`src/rtl/data_mem_mmio.sv`:
```
// M-stage data memory for the pipelined MIPS core: word RAM plus memory-mapped
// LED, cycle counter, compare timer with interrupt, and a byte TX FIFO.
module data_mem_mmio #(
  parameter int MEM_WORDS  = 64,
  parameter int FIFO_DEPTH = 4
) (
  input  logic        CLK,
  input  logic        Reset,
  input  logic        MemWrite,
  input  logic [31:0] Addr,
  input  logic [31:0] WriteData,
  output logic [31:0] ReadData,
  output logic [15:0] led,
  output logic [7:0]  tx_data,
  output logic        tx_valid,
  input  logic        tx_ready,
  output logic        irq
);

  localparam int AW = $clog2(MEM_WORDS);
  localparam int PW = $clog2(FIFO_DEPTH);
  localparam int CW = PW + 1;

  // Address decode
  logic          ioSel;
  logic [7:0]    ioOff;
  logic [AW-1:0] ramIdx;
  logic          ramWe, ioWe;
  logic          wrLed, wrCycle, wrTx, wrStatus, wrCmp, wrCtl;
  logic          unusedAddr;

  assign ioSel      = (Addr[31:16] == 16'hFFFF);
  assign ioOff      = Addr[7:0];
  assign ramIdx     = Addr[AW+1:2];
  assign unusedAddr = ^{Addr[15:8], Addr[1:0]};

  assign ramWe    = MemWrite & ~ioSel;
  assign ioWe     = MemWrite & ioSel;
  assign wrLed    = ioWe && (ioOff == 8'h00);
  assign wrCycle  = ioWe && (ioOff == 8'h04);
  assign wrTx     = ioWe && (ioOff == 8'h08);
  assign wrStatus = ioWe && (ioOff == 8'h0C);
  assign wrCmp    = ioWe && (ioOff == 8'h10);
  assign wrCtl    = ioWe && (ioOff == 8'h14);

  // Data RAM: no reset, contents undefined until written
  logic [31:0] mem [MEM_WORDS];

  always_ff @(posedge CLK) begin
    if (ramWe) mem[ramIdx] <= WriteData;
  end

  // Cycle counter, LED, compare timer
  logic [31:0] cycle, timerCmp;
  logic        timerEn, irqFlag;

  always_ff @(posedge CLK) begin
    if (Reset) begin
      led      <= '0;
      cycle    <= '0;
      timerCmp <= '0;
      timerEn  <= 1'b0;
      irqFlag  <= 1'b0;
    end else begin
      cycle <= wrCycle ? 32'd0 : cycle + 32'd1;
      if (wrLed) led <= WriteData[15:0];
      if (wrCmp) timerCmp <= WriteData;
      if (wrCtl) timerEn <= WriteData[0];
      // A match in the same cycle as a write-1-to-clear keeps the flag set
      if (timerEn && (cycle == timerCmp)) irqFlag <= 1'b1;
      else if (wrCtl && WriteData[1])     irqFlag <= 1'b0;
    end
  end

  assign irq = irqFlag;

  // TX FIFO. Handshake: a byte transfers on every rising edge where
  // tx_valid && tx_ready; tx_valid/tx_data depend only on registered state.
  logic [7:0]    fifoMem [FIFO_DEPTH];
  logic [PW-1:0] rdPtr, wrPtr;
  logic [CW-1:0] count;
  logic          overflow, fifoFull, pop, pushOk;

  assign fifoFull = (count == CW'(FIFO_DEPTH));
  assign tx_valid = (count != '0);
  assign tx_data  = fifoMem[rdPtr];
  assign pop      = tx_valid & tx_ready;
  assign pushOk   = wrTx & (~fifoFull | pop);

  always_ff @(posedge CLK) begin
    if (Reset) begin
      rdPtr    <= '0;
      wrPtr    <= '0;
      count    <= '0;
      overflow <= 1'b0;
      for (int i = 0; i < FIFO_DEPTH; i++) fifoMem[i] <= '0;
    end else begin
      if (pushOk) begin
        fifoMem[wrPtr] <= WriteData[7:0];
        wrPtr          <= wrPtr + 1'b1;
      end
      if (pop) rdPtr <= rdPtr + 1'b1;
      count <= count + CW'(pushOk) - CW'(pop);
      if (wrTx && !pushOk) overflow <= 1'b1;
      else if (wrStatus)   overflow <= 1'b0;
    end
  end

  // Read mux: depends only on Addr and current state, never on this cycle's store
  logic [3:0] countField;
  assign countField = 4'(count);

  always_comb begin
    ReadData = '0;
    if (!ioSel) begin
      ReadData = mem[ramIdx];
    end else begin
      case (ioOff)
        8'h00:   ReadData = {16'h0000, led};
        8'h04:   ReadData = cycle;
        8'h0C:   ReadData = {24'h0, countField, 1'b0, overflow, ~tx_valid, fifoFull};
        8'h10:   ReadData = timerCmp;
        8'h14:   ReadData = {30'h0, irqFlag, timerEn};
        default: ReadData = '0;
      endcase
    end
  end

endmodule

```
`config.mk`:
```
export PLATFORM = sky130hd
export DESIGN_NAME = data_mem_mmio
export DESIGN_NICKNAME = d
export VERILOG_FILES = /design/src/rtl/data_mem_mmio.sv
export SDC_FILE = /design/constraint.sdc
export NUM_CORES = 2
export LEC_CHECK = 0
export CORE_MARGIN = 1.5
export CORE_UTILIZATION = 40
export CTS_CLUSTER_SIZE = 14
export DETAILED_ROUTE_END_ITERATION = 6
export PLACE_DENSITY = 0.52
export SLEW_MARGIN = 20
export SYNTH_ARGS = -nofsm -noshare
export SYNTH_HDL_FRONTEND = slang
export SYNTH_SLANG_ARGS = --single-unit
```
`constraint.sdc`:
```
create_clock -name CLK -period 12.2 [get_ports CLK]
set_clock_uncertainty 0.05 [all_clocks]
set_input_delay 2.44 -clock CLK [delete_from_list [all_inputs] [get_ports CLK]]
set_output_delay 2.44 -clock CLK [all_outputs]
set_load 0.02 [all_outputs]
```
Word-level counts from Yosys, hierarchy flattened
Memories as Yosys holds them, arrays and structs flattened. A register that Yosys moved wholly into a read port is not among the register bits.
Index checks and enable logic that the tools add are counted.
{"block": "op_classes", "n_addsub": 5, "eq_ne": 8, "mux": 18, "bitwise": 8, "n_reduce_logical": 16}
{"operator": "32-bit case mux with 5 select lines", "n": 1}
{"operator": "32-bit by 1-bit adder with 32-bit output (second input constant)", "n": 1}
{"operator": "32-bit equality test", "n": 1}
{"operator": "32-bit two-way mux", "n": 1}
{"operator": "16-bit equality test (second input constant)", "n": 1}
{"operator": "8-bit by 4-bit equality test with 1-bit output (second input constant)", "n": 2}
{"operator": "8-bit by 5-bit equality test with 1-bit output (second input constant)", "n": 2}
{"operator": "1-bit two-way mux", "n": 12}
{"operator": "1-bit logical AND", "n": 9}
{"operator": "8-bit by 3-bit equality test with 1-bit output (second input constant)", "n": 1}
{"operator": "8-bit zero test", "n": 1}
{"operator": "8-bit two-way mux", "n": 1}
{"operator": "8-bit OR reduction", "n": 1}
{"operator": "2-bit two-way mux", "n": 3}
{"operator": "2-bit by 1-bit adder with 2-bit output (second input constant)", "n": 2}
{"operator": "1-bit bitwise AND", "n": 4}
{"operator": "2-bit nonzero test", "n": 2}
{"operator": "3-bit by 1-bit adder with 3-bit output", "n": 1}
{"operator": "3-bit equality test (second input constant)", "n": 1}
{"operator": "1-bit NOT", "n": 3}
{"operator": "3-bit nonzero test", "n": 1}
{"operator": "3-bit by 1-bit subtractor with 3-bit output", "n": 1}
{"operator": "2-bit OR reduction", "n": 1}
{"operator": "1-bit zero test", "n": 1}
{"operator": "1-bit OR", "n": 1}
{"block": "word_totals", "ff_bits": 90, "ram_bits": 2080, "inputBits": 68, "out_inout_bits": 58, "elab_cells": 66, "memories": 2}
{"memory": "mem", "words": 64, "width": 32, "read_ports": 1, "rd_clocked_by_memory_dff": 0, "write_ports": 1, "line": "47", "source": "logic [31:0] mem [MEM_WORDS];"}
{"memory": "fifoMem", "words": 4, "width": 8, "read_ports": 1, "rd_clocked_by_memory_dff": 1, "write_ports": 4, "line": "79", "source": "logic [7:0] fifoMem [FIFO_DEPTH];"}

Depth between registers and ports, before layout
{"block": "depth", "depth_word": 9, "mapped_depth": 14, "ltp_nobuf": 11}

Worst setup path after synthesis
No wires, ideal clock.
{"block": "synth_timing", "path_kind": "in2out", "start": "input port Addr[2]", "end": "output port ReadData[18]", "t_arrival_ps": 4557, "required_ps": 9710, "slack_ps": 5153, "path_stages": 9, "n_path_buf": 4, "path_cell_list": "buf_2 -> buf_6 -> buf_2 -> buf_2 -> mux4_2 -> a221oi_1 -> a22oi_1 -> nand3_1 -> o21ai_0"}
{"block": "synth_between", "elab_chain_len": 3, "elab_cells_between_ends": 8, "cone_classes": "eq/ne: 4; mux: 2; reduce/logical: 1; memory: 1"}
{"element": "start, declared", "line": "10", "source": "input logic [31:0] Addr,"}
{"element": "branches (longest 2 deep; another with memory 64 x 32 bit)"}
{"element": "32-bit two-way mux *", "line": "115", "source": "if (!ioSel) begin"}
{"element": "end, declared", "line": "12", "source": "output logic [31:0] ReadData,"}
Mark *: on every way between the ends.

Final worst setup path
{"block": "layout_timing", "start": "input port Addr[5]", "end": "output port ReadData[19]"}
The elaborated chain is that of the path after synthesis.

==> impl_results.md <==
- Max cap viols: 0
- Most frequent cells in the layout: edfxtp_1 (2080), mux4_2 (409), mux2i_1 (277), clkbuf_16 (229), nand2_1 (214)
- Crit path arrival time: 7.02 ns
- CTS resizes: 0
- Fin Setup TNS: 0 ns
- Leading area contributor after synthesis: edfxtp_1
- Initial core utilization: 40.33%
- Drt drc: 0
- Synth Register Bits: 2172
- CTS root buf: clkbuf_16
- DRT iter0 DRCs: 5942
- Most common cell after layout, fill and taps aside: edfxtp_1
- Die height: 463.4 um
- Vias per cell: 5.982
- HPWL Detailed: 158000 um
- Startpoint Class: primary input
- # nets final: 4675
- Fmax: 0.1052 GHz
- Synth async-reset ratio: 0%
- Flop-to-flop setup slack: 9.46 ns
- TritonCTS Sinks: 2172
- VDD IR max: 161.7 uV
- H-tree depth: 4
- Die ar.: 0.2147 mm2
- Core Region: 0.2102 mm2
- Clk_lat worst skew: 0.86 ns
- CTS tree: built
- Num CTS Buffers: 221
- Final Setup Violations: 0
- Routed WL per cell: 35.58 um
- Number of global-route vias before repair: 44.98k
- CP Capture Type: output pin
- Synthesized instance count: 4318
- Via count: 45.48k
- Leak: 30.67 nW
- Pwr dens: 163.6 mW/mm2
- RSZ-0062 raised after global routing: false
- Post-synth EDFFs: 2080
- Grt ovf: 0
- IO Port Bufs: 117
- Final Max Tran Viols: 0
- Mapped Area: 0.08478 mm2
- Minimum clock period: 9.507 ns
- Area Overhead vs Synth: 14.66%
- Die W: 463.4 um
- Syn Nets: 4389
- Least-Margin Pin Slew: 1.152 ns
- Worst hold path type: reg -> reg
- Top-level port count: 126
- Total global-route track usage: 25.01%
- Global placement routability congestion: 0.8849
- Status: complete, no violations
- Critical path data required time: 9.71 ns
- Clk buf depth: 3
- Top post-synthesis cells by area: edfxtp_1 (74%), mux4_2 (11%), mux2i_1 (3.3%), dfxtp_1 (2.2%), a22oi_1 (1.2%)
- WS Path Type: in -> out
- Total Wirelength: 270500 um
- Critical path fanouts, max: 21
- Synthesized area per cell: 19.63 um2
- Filler cells: 17.86k
- Hold Vio Cnt, Final: 0
- Hold-fix buffers, CTS: 0
- First-pass GRT wire length: 372300 um
- Most used DFF post-synth: edfxtp_1
- Total chip power: 15.91 mW
- Rows: 168
- Initial antenna violation count: 13
- Final period util: 77.92%
- First-pass DRT Iterations: 6
- Reg clk slew, reported paths: 0.06 ns
- Post-synth top area share: 73.68%
- Largest net degree at the start of global routing: 102
- Netlist cell types: 71
- Slew Limit Headroom: 22.58%
- Layout cells sized above 1: 22.29%
- Synth warnings: 0
- Sequential-to-total area share from yosys stat: 75.85%
- Final ANT Viol Nets: 0
- Post-CTS Setup Inserts: 0
## synth_stat cells, drive strengths merged, types with 8 or more instances
library cell     n
edfxtp        2080
mux4           409
mux2i          277
nand2          224
buf            172
nor2           157
a22oi          140
a21oi           96
dfxtp           92
nand3           77
clkbuf          71
o21ai           51
and2            48
xnor2           45
o22ai           37
nand4           32
nor3            29
a221oi          27
and3            21
xor2            21
a22o            17
mux2            17
nor2b           16
o211ai          16
nor4            15
a31oi           14
a211oi          13
inv             13
a32oi           10
or4              8
## metal layers
layer | vias up | share of wire (%) | track usage, %
met5 | - | 0.023 | 0
met4 | 4 | 2.9 | 7.037
met3 | 371 | 7.2 | 3.701
met2 | 1967 | 47 | 39.70
met1 | 24760 | 43 | 35.95
li1 | 18380 | - | -
## through the flow
stage / instances / area, um2 / hold slack [ns] / utilization, % / setup WS [ns]
after floorplan: 4318 / 84780 / 0.4025 / - / 5.153
after global placement: 7186 / 90110 / 0.4187 / 42.87 / 2.702
after detailed placement: 7186 / 90120 / 0.4232 / 42.87 / 2.703
after CTS: 7597 / 97180 / 0.4326 / 46.23 / 2.698
after global routing: 7598 / 97180 / 0.4649 / 46.23 / 2.740
final: 7604 / 97200 / 0.4367 / 46.24 / 2.693
## report_power, final
group	switching, mW	leakage [nW]	internal [mW]	total (mW)
sequential	0.0289	19.5	8.23	8.26
combinational	0.658	7.75	0.334	0.992
clock	2.87	3.44	3.78	6.66
## cell type report
cell class                      instances  area (um2)  share of cell area (%)
Clock inverter                        104       945.9                  0.9732
Multi-Input combinational cell       1889       19700                   20.27
Clock buffer                          307        6113                   6.289
Inverter                               14       56.30                 0.05793
Tap cell                             2805        3510                   3.611
Timing Repair Buffer                  306        2557                   2.631
Antenna cell                            7       17.52                 0.01802
Sequential cell                      2172       64300                   66.15
## worst max-delay path, cell delays in order
cell and delay, ns:
buf_4 0.25, clkinv_1 0.13, buf_4 0.42, buf_4 0.38, nand2_1 0.61, buf_4 0.44
o22ai_1 0.18, nor3_1 0.09, nor3_1 0.95, o22ai_1 0.34, clkdlybuf4s50_1 0.64
## worst paths after layout
| check | startpoint | endpoint | cells past startpoint |
|---|---|---|---|
| worst max-delay path | Addr[5] | ReadData[19] | 11 |
| worst min register to register | timerCmp[0] | timerCmp[0] | 2 |
| worst min-delay path | timerCmp[0] | timerCmp[0] | 2 |
| worst max register to register | count[2] | count[2] | 9 |
## kinds of logic after synthesis
family	synth area share, %
fa+ha+maj	0.05313
buf+inv	1.613
mux	14.36
xor+xnor	0.6819
simple gates	3.659
compound gates	3.781
flops	75.85
## registers in the layout (all words and copies together), names as in the netlist, named ones only
name      flops
timerCmp     32
irq           1
rdPtr         2
led          16
wrPtr         2
overflow      1
fifoMem      32
cycle        32
timerEn       1
mem        2048
count         3
Note: power is estimated with default switching activity, not from simulation.
